==> src/rtl/led_sequencer.sv <==
// LED pattern sequencer: synchronised tick/mode/pause inputs drive a HOLD,
// ROTATE, BOUNCE or COUNT pattern on a registered LED bus with a wrap pulse.

module led_sequencer_sync #(
    parameter int WIDTH  = 1,
    parameter int STAGES = 2
) (
    input  logic             clk,
    input  logic             rst,
    input  logic [WIDTH-1:0] d_i,
    output logic [WIDTH-1:0] q_o
);
    logic [STAGES-1:0][WIDTH-1:0] sync_q;

    always_ff @(posedge clk or posedge rst) begin
        if (rst) sync_q <= '0;
        else     sync_q <= {sync_q[STAGES-2:0], d_i};
    end

    assign q_o = sync_q[STAGES-1];
endmodule

module led_sequencer #(
    parameter int LED_W       = 16,
    parameter int SYNC_STAGES = 2
) (
    input  logic             clk,
    input  logic             rst,
    input  logic             tick_in,
    input  logic [1:0]       mode,
    input  logic             pause,
    output logic [LED_W-1:0] led,
    output logic             wrap
);
    typedef enum logic [1:0] {
        MODE_HOLD   = 2'b00,
        MODE_ROTATE = 2'b01,
        MODE_BOUNCE = 2'b10,
        MODE_COUNT  = 2'b11
    } mode_e;

    typedef enum logic {
        DIR_LEFT  = 1'b0,
        DIR_RIGHT = 1'b1
    } dir_e;

    localparam logic [LED_W-1:0] LED_ONE = LED_W'(1);

    logic       tick_s;
    logic [1:0] mode_raw_s;
    logic       pause_s;
    mode_e      mode_s;

    led_sequencer_sync #(.WIDTH(1), .STAGES(SYNC_STAGES)) u_sync_tick (
        .clk(clk), .rst(rst), .d_i(tick_in), .q_o(tick_s)
    );
    led_sequencer_sync #(.WIDTH(2), .STAGES(SYNC_STAGES)) u_sync_mode (
        .clk(clk), .rst(rst), .d_i(mode), .q_o(mode_raw_s)
    );
    led_sequencer_sync #(.WIDTH(1), .STAGES(SYNC_STAGES)) u_sync_pause (
        .clk(clk), .rst(rst), .d_i(pause), .q_o(pause_s)
    );

    assign mode_s = mode_e'(mode_raw_s);

    // Step is registered once more after edge detection, so tick-to-LED
    // latency is SYNC_STAGES + 2 edges while mode changes take SYNC_STAGES + 1.
    logic tick_prev_q;
    logic step_q;

    always_ff @(posedge clk or posedge rst) begin
        if (rst) begin
            tick_prev_q <= 1'b0;
            step_q      <= 1'b0;
        end else begin
            tick_prev_q <= tick_s;
            step_q      <= tick_s & ~tick_prev_q;
        end
    end

    mode_e            cur_mode_q, cur_mode_d;
    dir_e             dir_q, dir_d;
    logic [LED_W-1:0] led_q, led_d;
    logic             wrap_q, wrap_d;
    logic             led_onehot;

    assign led_onehot = (led_q != '0) && ((led_q & (led_q - LED_ONE)) == '0);

    always_ff @(posedge clk or posedge rst) begin
        if (rst) begin
            cur_mode_q <= MODE_HOLD;
            dir_q      <= DIR_LEFT;
            led_q      <= '0;
            wrap_q     <= 1'b0;
        end else begin
            cur_mode_q <= cur_mode_d;
            dir_q      <= dir_d;
            led_q      <= led_d;
            wrap_q     <= wrap_d;
        end
    end

    always_comb begin
        cur_mode_d = cur_mode_q;
        dir_d      = dir_q;
        led_d      = led_q;
        wrap_d     = 1'b0;
        if (mode_s != cur_mode_q) begin
            // Mode change wins; any step arriving this cycle is dropped.
            cur_mode_d = mode_s;
            case (mode_s)
                MODE_ROTATE, MODE_BOUNCE: begin
                    led_d = LED_ONE;
                    dir_d = DIR_LEFT;
                end
                MODE_COUNT: led_d = '0;
                default: ;
            endcase
        end else if (step_q && !pause_s) begin
            case (cur_mode_q)
                MODE_ROTATE: begin
                    led_d  = {led_q[LED_W-2:0], led_q[LED_W-1]};
                    wrap_d = led_q[LED_W-1];
                end
                MODE_BOUNCE: begin
                    if (!led_onehot) begin
                        led_d = LED_ONE;
                        dir_d = DIR_LEFT;
                    end else if (dir_q == DIR_LEFT) begin
                        if (led_q[LED_W-1]) begin
                            led_d = led_q >> 1;
                            dir_d = DIR_RIGHT;
                        end else begin
                            led_d = led_q << 1;
                        end
                    end else begin
                        if (led_q[0]) begin
                            led_d = led_q << 1;
                            dir_d = DIR_LEFT;
                        end else begin
                            led_d  = led_q >> 1;
                            wrap_d = led_q[1];
                        end
                    end
                end
                MODE_COUNT: begin
                    led_d  = led_q + LED_ONE;
                    wrap_d = &led_q;
                end
                default: ;
            endcase
        end
    end

    assign led  = led_q;
    assign wrap = wrap_q;
endmodule

==> config.mk <==
export PLATFORM = sky130hd
export DESIGN_NAME = led_sequencer
export DESIGN_NICKNAME = d
export VERILOG_FILES = /design/src/rtl/led_sequencer.sv
export SDC_FILE = /design/constraint.sdc
export NUM_CORES = 1
export LEC_CHECK = 0
export ABC_AREA = 1
export CAP_MARGIN = 20
export CORE_MARGIN = 5
export CORE_UTILIZATION = 58
export DETAILED_ROUTE_END_ITERATION = 10
export HOLD_SLACK_MARGIN = 0.1
export PLACE_DENSITY = 0.82
export REMOVE_ABC_BUFFERS = 1
export SYNTH_ARGS = -nofsm -noshare
export SYNTH_HDL_FRONTEND = slang
export SYNTH_SLANG_ARGS = --single-unit
export TNS_END_PERCENT = 30
==> constraint.sdc <==
create_clock -name clk -period 2.6 [get_ports clk]
set_clock_uncertainty 0.1 [all_clocks]
set_input_delay 0.52 -clock clk [delete_from_list [all_inputs] [get_ports clk]]
set_output_delay 0.52 -clock clk [all_outputs]
set_load 0.005 [all_outputs]
After elaboration in Yosys (flattened, before gate mapping)
Cells that the tools add are included.
{ "totals": {"ff_bits": 30, "output_inout_bits": 17, "elab_cells": 60} }
{ "op_classes": {"n_addsub": 2, "n_eq_ne": 9, "mux": 22, "n_bitwise": 3, "n_reduce_logical": 12} }
{ "op_table": {"columns": ["operator", "count"], "rows": [
  ["2-to-1 mux 16 bit", 6],
  ["case mux 16 bit (3 select lines)", 1],
  ["case mux 16 bit (2 select lines)", 1],
  ["adder 16 x 1 -> 16 bit (second input constant)", 1],
  ["bitwise AND 16 bit", 1],
  ["zero test 16 bit", 1],
  ["AND reduction 16 bit", 1],
  ["nonzero test 16 bit", 1],
  ["subtractor 16 x 1 -> 16 bit (second input constant)", 1],
  ["2-to-1 mux 1 bit", 13],
  ["equality test 2 bit (second input constant)", 4],
  ["AND reduction 3 bit", 2],
  ["equality test 2 x 1 -> 1 bit (second input constant)", 2],
  ["nonzero test 2 bit", 2],
  ["nonzero test 4 bit", 1],
  ["inequality test 3 x 1 -> 1 bit (second input constant)", 1],
  ["case mux 1 bit (3 select lines)", 1],
  ["logical AND 1 bit", 2],
  ["inequality test 2 x 1 -> 1 bit (second input constant)", 1],
  ["inequality test 2 bit", 1],
  ["OR reduction 2 bit", 1],
  ["bitwise AND 1 bit", 1],
  ["zero test 1 bit", 1],
  ["inverter 1 bit", 1]
]} }

Depth between registers and ports, before layout
{ "depth": {"word_depth": 8, "depth_mapped": 14, "ltp_nobuf": 14} }

Modules after synthesis
A second synthesis with hierarchy kept.
{ "unflattened": {"cells_unflattened": 362, "hier_area_um2": 2406.1} }
{ "modules_own_cells": {"columns": ["mod", "n_inst", "cells_per_inst", "area_each_um2", "seq_area_each_um2"], "rows": [
  ["led_sequencer", 1, 349, 2179.6, 550.5],
  ["led_sequencer_sync at u_sync_mode", 1, 7, 118.9, 100.1],
  ["led_sequencer_sync at u_sync_pause ...", 2, 3, 53.8, 50.0]
]} }

Least setup slack after synthesis
OpenSTA, ideal clock, no wires.
{ "synth_path": {"path_kind": "reg-to-reg", "start": "register led_q[0], in the netlist led[0]", "end": "register led_q[12], in the netlist led[12]", "setup_time_ns": 0.066, "arrival_time_ns": 1.757, "required_time_ns": 2.434, "setup_slack_ns": 0.677, "stages_incl_launch_ff": 14, "synth_period_minus_slack_ns": 1.923, "path_cell_list": "dfrtp_1 inv_2 ha_1 nand2_1 nor2_2 nand2_1 nand2_1 nand3_1 nor2_2 nand2_2 buf_6 o21ai_1 nand2_1 nand2_1"} }
{ "synth_via": {"elab_chain_cells": 8, "word_cells_on_any_way": 12} }
{ "synth_rtl": {"columns": ["element", "line_no", "text"], "rows": [
  ["from (decl)", "83", "logic [LED_W-1:0] led_q, led_d;"],
  ["from (signal assigned)", "98", "led_q <= led_d;"],
  ["subtractor 16 x 1 -> 16 bit", "87", "assign led_onehot = (led_q != '0) && ((led_q & (led_q - LED_ONE)) == '0);"],
  ["bitwise AND 16 bit", "87", null],
  ["zero test 16 bit", "87", null],
  ["logical AND 1 bit", "87", null],
  ["2-to-1 mux 16 bit", "126", "if (!led_onehot) begin"],
  ["case mux 16 bit (3 select lines) (*)", "120", "case (cur_mode_q)"],
  ["2-to-1 mux 16 bit (*)", "119", "end else if (step_q && !pause_s) begin"],
  ["2-to-1 mux 16 bit (*)", "108", "if (mode_s != cur_mode_q) begin"]
]} }
Every way passes the cells marked *; elsewhere a longest branch is shown, timed or not. The select of a mux whose other input is x is not followed.
A chain may end at the register's enable or synchronous reset.

Final worst setup path
{ "layout_path": {"start": "register led_q[0], in the netlist led[0]", "end": "register led_q[1], in the netlist led[1]"} }
The elaborated chain is that of the path after synthesis.

==> out/results.tsv <==
metric	value	unit
crit path capture type	register	
CTS H-tree depth	2	
Area growth syn-to-layout	14.5	%
Hold-fix buffers, CTS	0	
core area	0.00403	mm^2
die width	74.8	um
clock input transition at the sequential cells of the worst setup and hold paths	0.08	ns
Post-synth ARST share	100	%
Final Hold Viols	0	
WL final	7.25	mm
WP data arrival	2.40	ns
Primary FF master, synth	dfrtp_1	
Final min period	2.27	ns
gr usage total	29.0	%
DR iter-0 viols	218	
max incr delay on CP	0.48	ns
critical path, cell by cell	inv_2 > ha_1 > nand2_1 > nor2_2 > nand2_1 > nand2_1 > nand3_1 > nor2_2 > nand2_4 > inv_2 > nand2_1 > nand2_1 > nand2_1 > nand2_1	
Seq/Total Area, Yosys	30.8	%
ranking of synthesized cells by area	dfrtp_1 31%, nand2_1 18%, inv_1 5.2%, nor2_1 4.8%, nand3_1 4.3%	
largest fanout on the critical path	12	
CTS resizes	0	
Power Dens Cells	431	mW/mm^2
Mapped Cells	365	
Syn Area/Cell	6.68	um^2
Routed met2 length	3.30	mm
maximum VDD drop	0.000346	V
initial antenna violation count	0	
CP Launch Type	register	
Num CTS Buffers	5	
CTS sink cnt	30	
failing checks	design-rule violations	
Critical Path RT	2.73	ns
ratio of cells with drive above 1 in the final layout	13.1	%
Slew @ Worst Pin	0.539	ns
residual DRC count	1	
P_leak	1.30	nW
met3 routed WL	583	um
diode count	0	
DR WL/cell	16.6	um
Initial Util	60.5	%
vias post-DR	2540	
First-pass DRT Iterations	8	
pin count of the biggest net entering global routing	31	
RSZ-0062 raised after global routing	no	
Buffers on Ports	22	
Final HPWL DP	5.17	mm
max_cap viols	0	
Worst-Skew Late Latency	0.30	ns
Crit-path slowest cell	dfrtp_1	
setup_tns	0	ns
#FFs+latches synth	30	
Post-DRT Antenna Nets	0	
GP Congestion	0.994	
Top cell by count, worst path	nand2_1	
M1 wire length	3.15	mm
Layout Nets	398	
HP Class	register to register	
most frequent cells in the layout	115 x nand2_1, 34 x inv_1, 31 x nor2_1, 30 x dfrtp_1, 22 x clkdlybuf4s50_1	
Slew HR	63.7	%
Top-Level Pins	23	
die height	74.8	um
postcts setup bufs	0	
Overflow after GRT	0	
Final Max Slew Viols	0	
YS warnings	0	
top cell type's share of synthesized area	30.8	%
CTS Root Cell	clkbuf_8	
via/cell ratio	5.80	
outcome	finished, violations left	
r2r setup slk	0.33	ns
CTS tree	built	
number of flops mapped to enable cells by yosys	0	
post-synthesis cell type count	32	
CTS Buffer Depth	2	
Final Util	69.3	%
first-pass GRT wire length	12.1	mm
cell taking the most area after synthesis	dfrtp_1	
fmax	0.441	GHz
vias in the first global route	2469	
DIE AREA	0.00560	mm^2
final setup fails	0	
count of standard-cell rows	23	
top sig layer	met4	
Synth Cell Area	0.00244	mm^2
commonest non-fill, non-tap cell in the layout	nand2_1	
critical path type	register to register	
final period utilization	87.2	%
flip-flops by register name, summed over array words and instances (netlist names):
register             cells
u_sync_mode.q_o          2
tick_prev_q              1
u_sync_pause.q_o         1
wrap                     1
cur_mode_q               2
u_sync_tick.q_o          1
dir_q                    1
step_q                   1
u_sync_mode.sync_q       2
u_sync_tick.sync_q       1
led                     16
u_sync_pause.sync_q      1
routing by layer:
layer,track usage (%),vias up
met4,13.8,0
met1,39.3,1173
met2,44.2,127
met3,6.14,22
met5,0,-
li1,-,1218
where the power goes:
group | internal, mW | switching [mW] | total [mW] | leakage [nW]
Sequential | 0.483 | 0.0287 | 0.512 | 0.389
Combinational | 0.0983 | 0.180 | 0.278 | 0.865
Clock | 0.213 | 0.200 | 0.413 | 0.0472
through the flow:
stage | power (mW) | std cells | setup WS (ns) | hold slack (ns) | instance area (um^2)
final | 1.20 | 438 | 0.332 | 0.252 | 2790
after global placement | 0.784 | 430 | 0.418 | 0.234 | 2690
after CTS | 1.20 | 438 | 0.298 | 0.255 | 2790
after detailed placement | 0.790 | 430 | 0.323 | 0.237 | 2690
after global routing | 1.26 | 438 | 0.0548 | 0.274 | 2790
after floorplan | 0.691 | 344 | 0.533 | 0.231 | 2300
cells in the mapped netlist (6+ instances only):
cell,n
nand2_1,115
inv_1,34
nor2_1,31
dfrtp_1,30
nand3_1,21
o21ai_0,18
a21oi_1,14
xor2_1,10
clkbuf_1,9
nor2_2,8
o21ai_1,8
a221oi_1,6
buf_6,6
logic make-up (layout without fill, tap and decap cells):
family | count (synthesis) | in the layout | share of synthesized area (%)
and+or+nand+nor | 198 | 198 | 36.1
AOI/OAI and AO/OA | 60 | 60 | 14.8
buffers and inverters | 61 | 84 | 11.8
adders and majority gates | 5 | 5 | 2.57
DFF | 30 | 30 | 30.8
xor gates and xnor gates | 11 | 11 | 3.95
area by class of cell:
type | count | area (um^2)
Multi-Input combinational cell | 274 | 1410
Fill cell | 347 | 1240
Sequential cell | 30 | 751
Timing Repair Buffer | 36 | 325
Inverter | 40 | 153
Clock buffer | 6 | 82.6
Tap cell | 50 | 62.6
Clock inverter | 2 | 12.5
critical path: cells and delay by family (launching register included):
kind	cells	cell delay, ns
flops	1	0.48
simple gates	11	1.13
fa+ha+maj	1	0.21
buf+inv	2	0.28
path summary, 6_finish.rpt:
check	start	end	cells past startpoint
hold reg to reg	u_sync_tick.sync_q[0]$_DFF_PP0_	u_sync_tick.q_o$_DFF_PP0_	0
hold / removal	u_sync_tick.sync_q[0]$_DFF_PP0_	u_sync_tick.q_o$_DFF_PP0_	0
setup / recovery	led[0]$_DFFE_PP0P_	led[1]$_DFFE_PP0P_	14
max in group asynchronous	rst	cur_mode_q[1]$_DFFE_PP0N_	3
setup reg to reg	led[0]$_DFFE_PP0P_	led[1]$_DFFE_PP0P_	14
min in group asynchronous	rst	led[6]$_DFFE_PP0P_	3
Power figures use the tool's default switching activity.
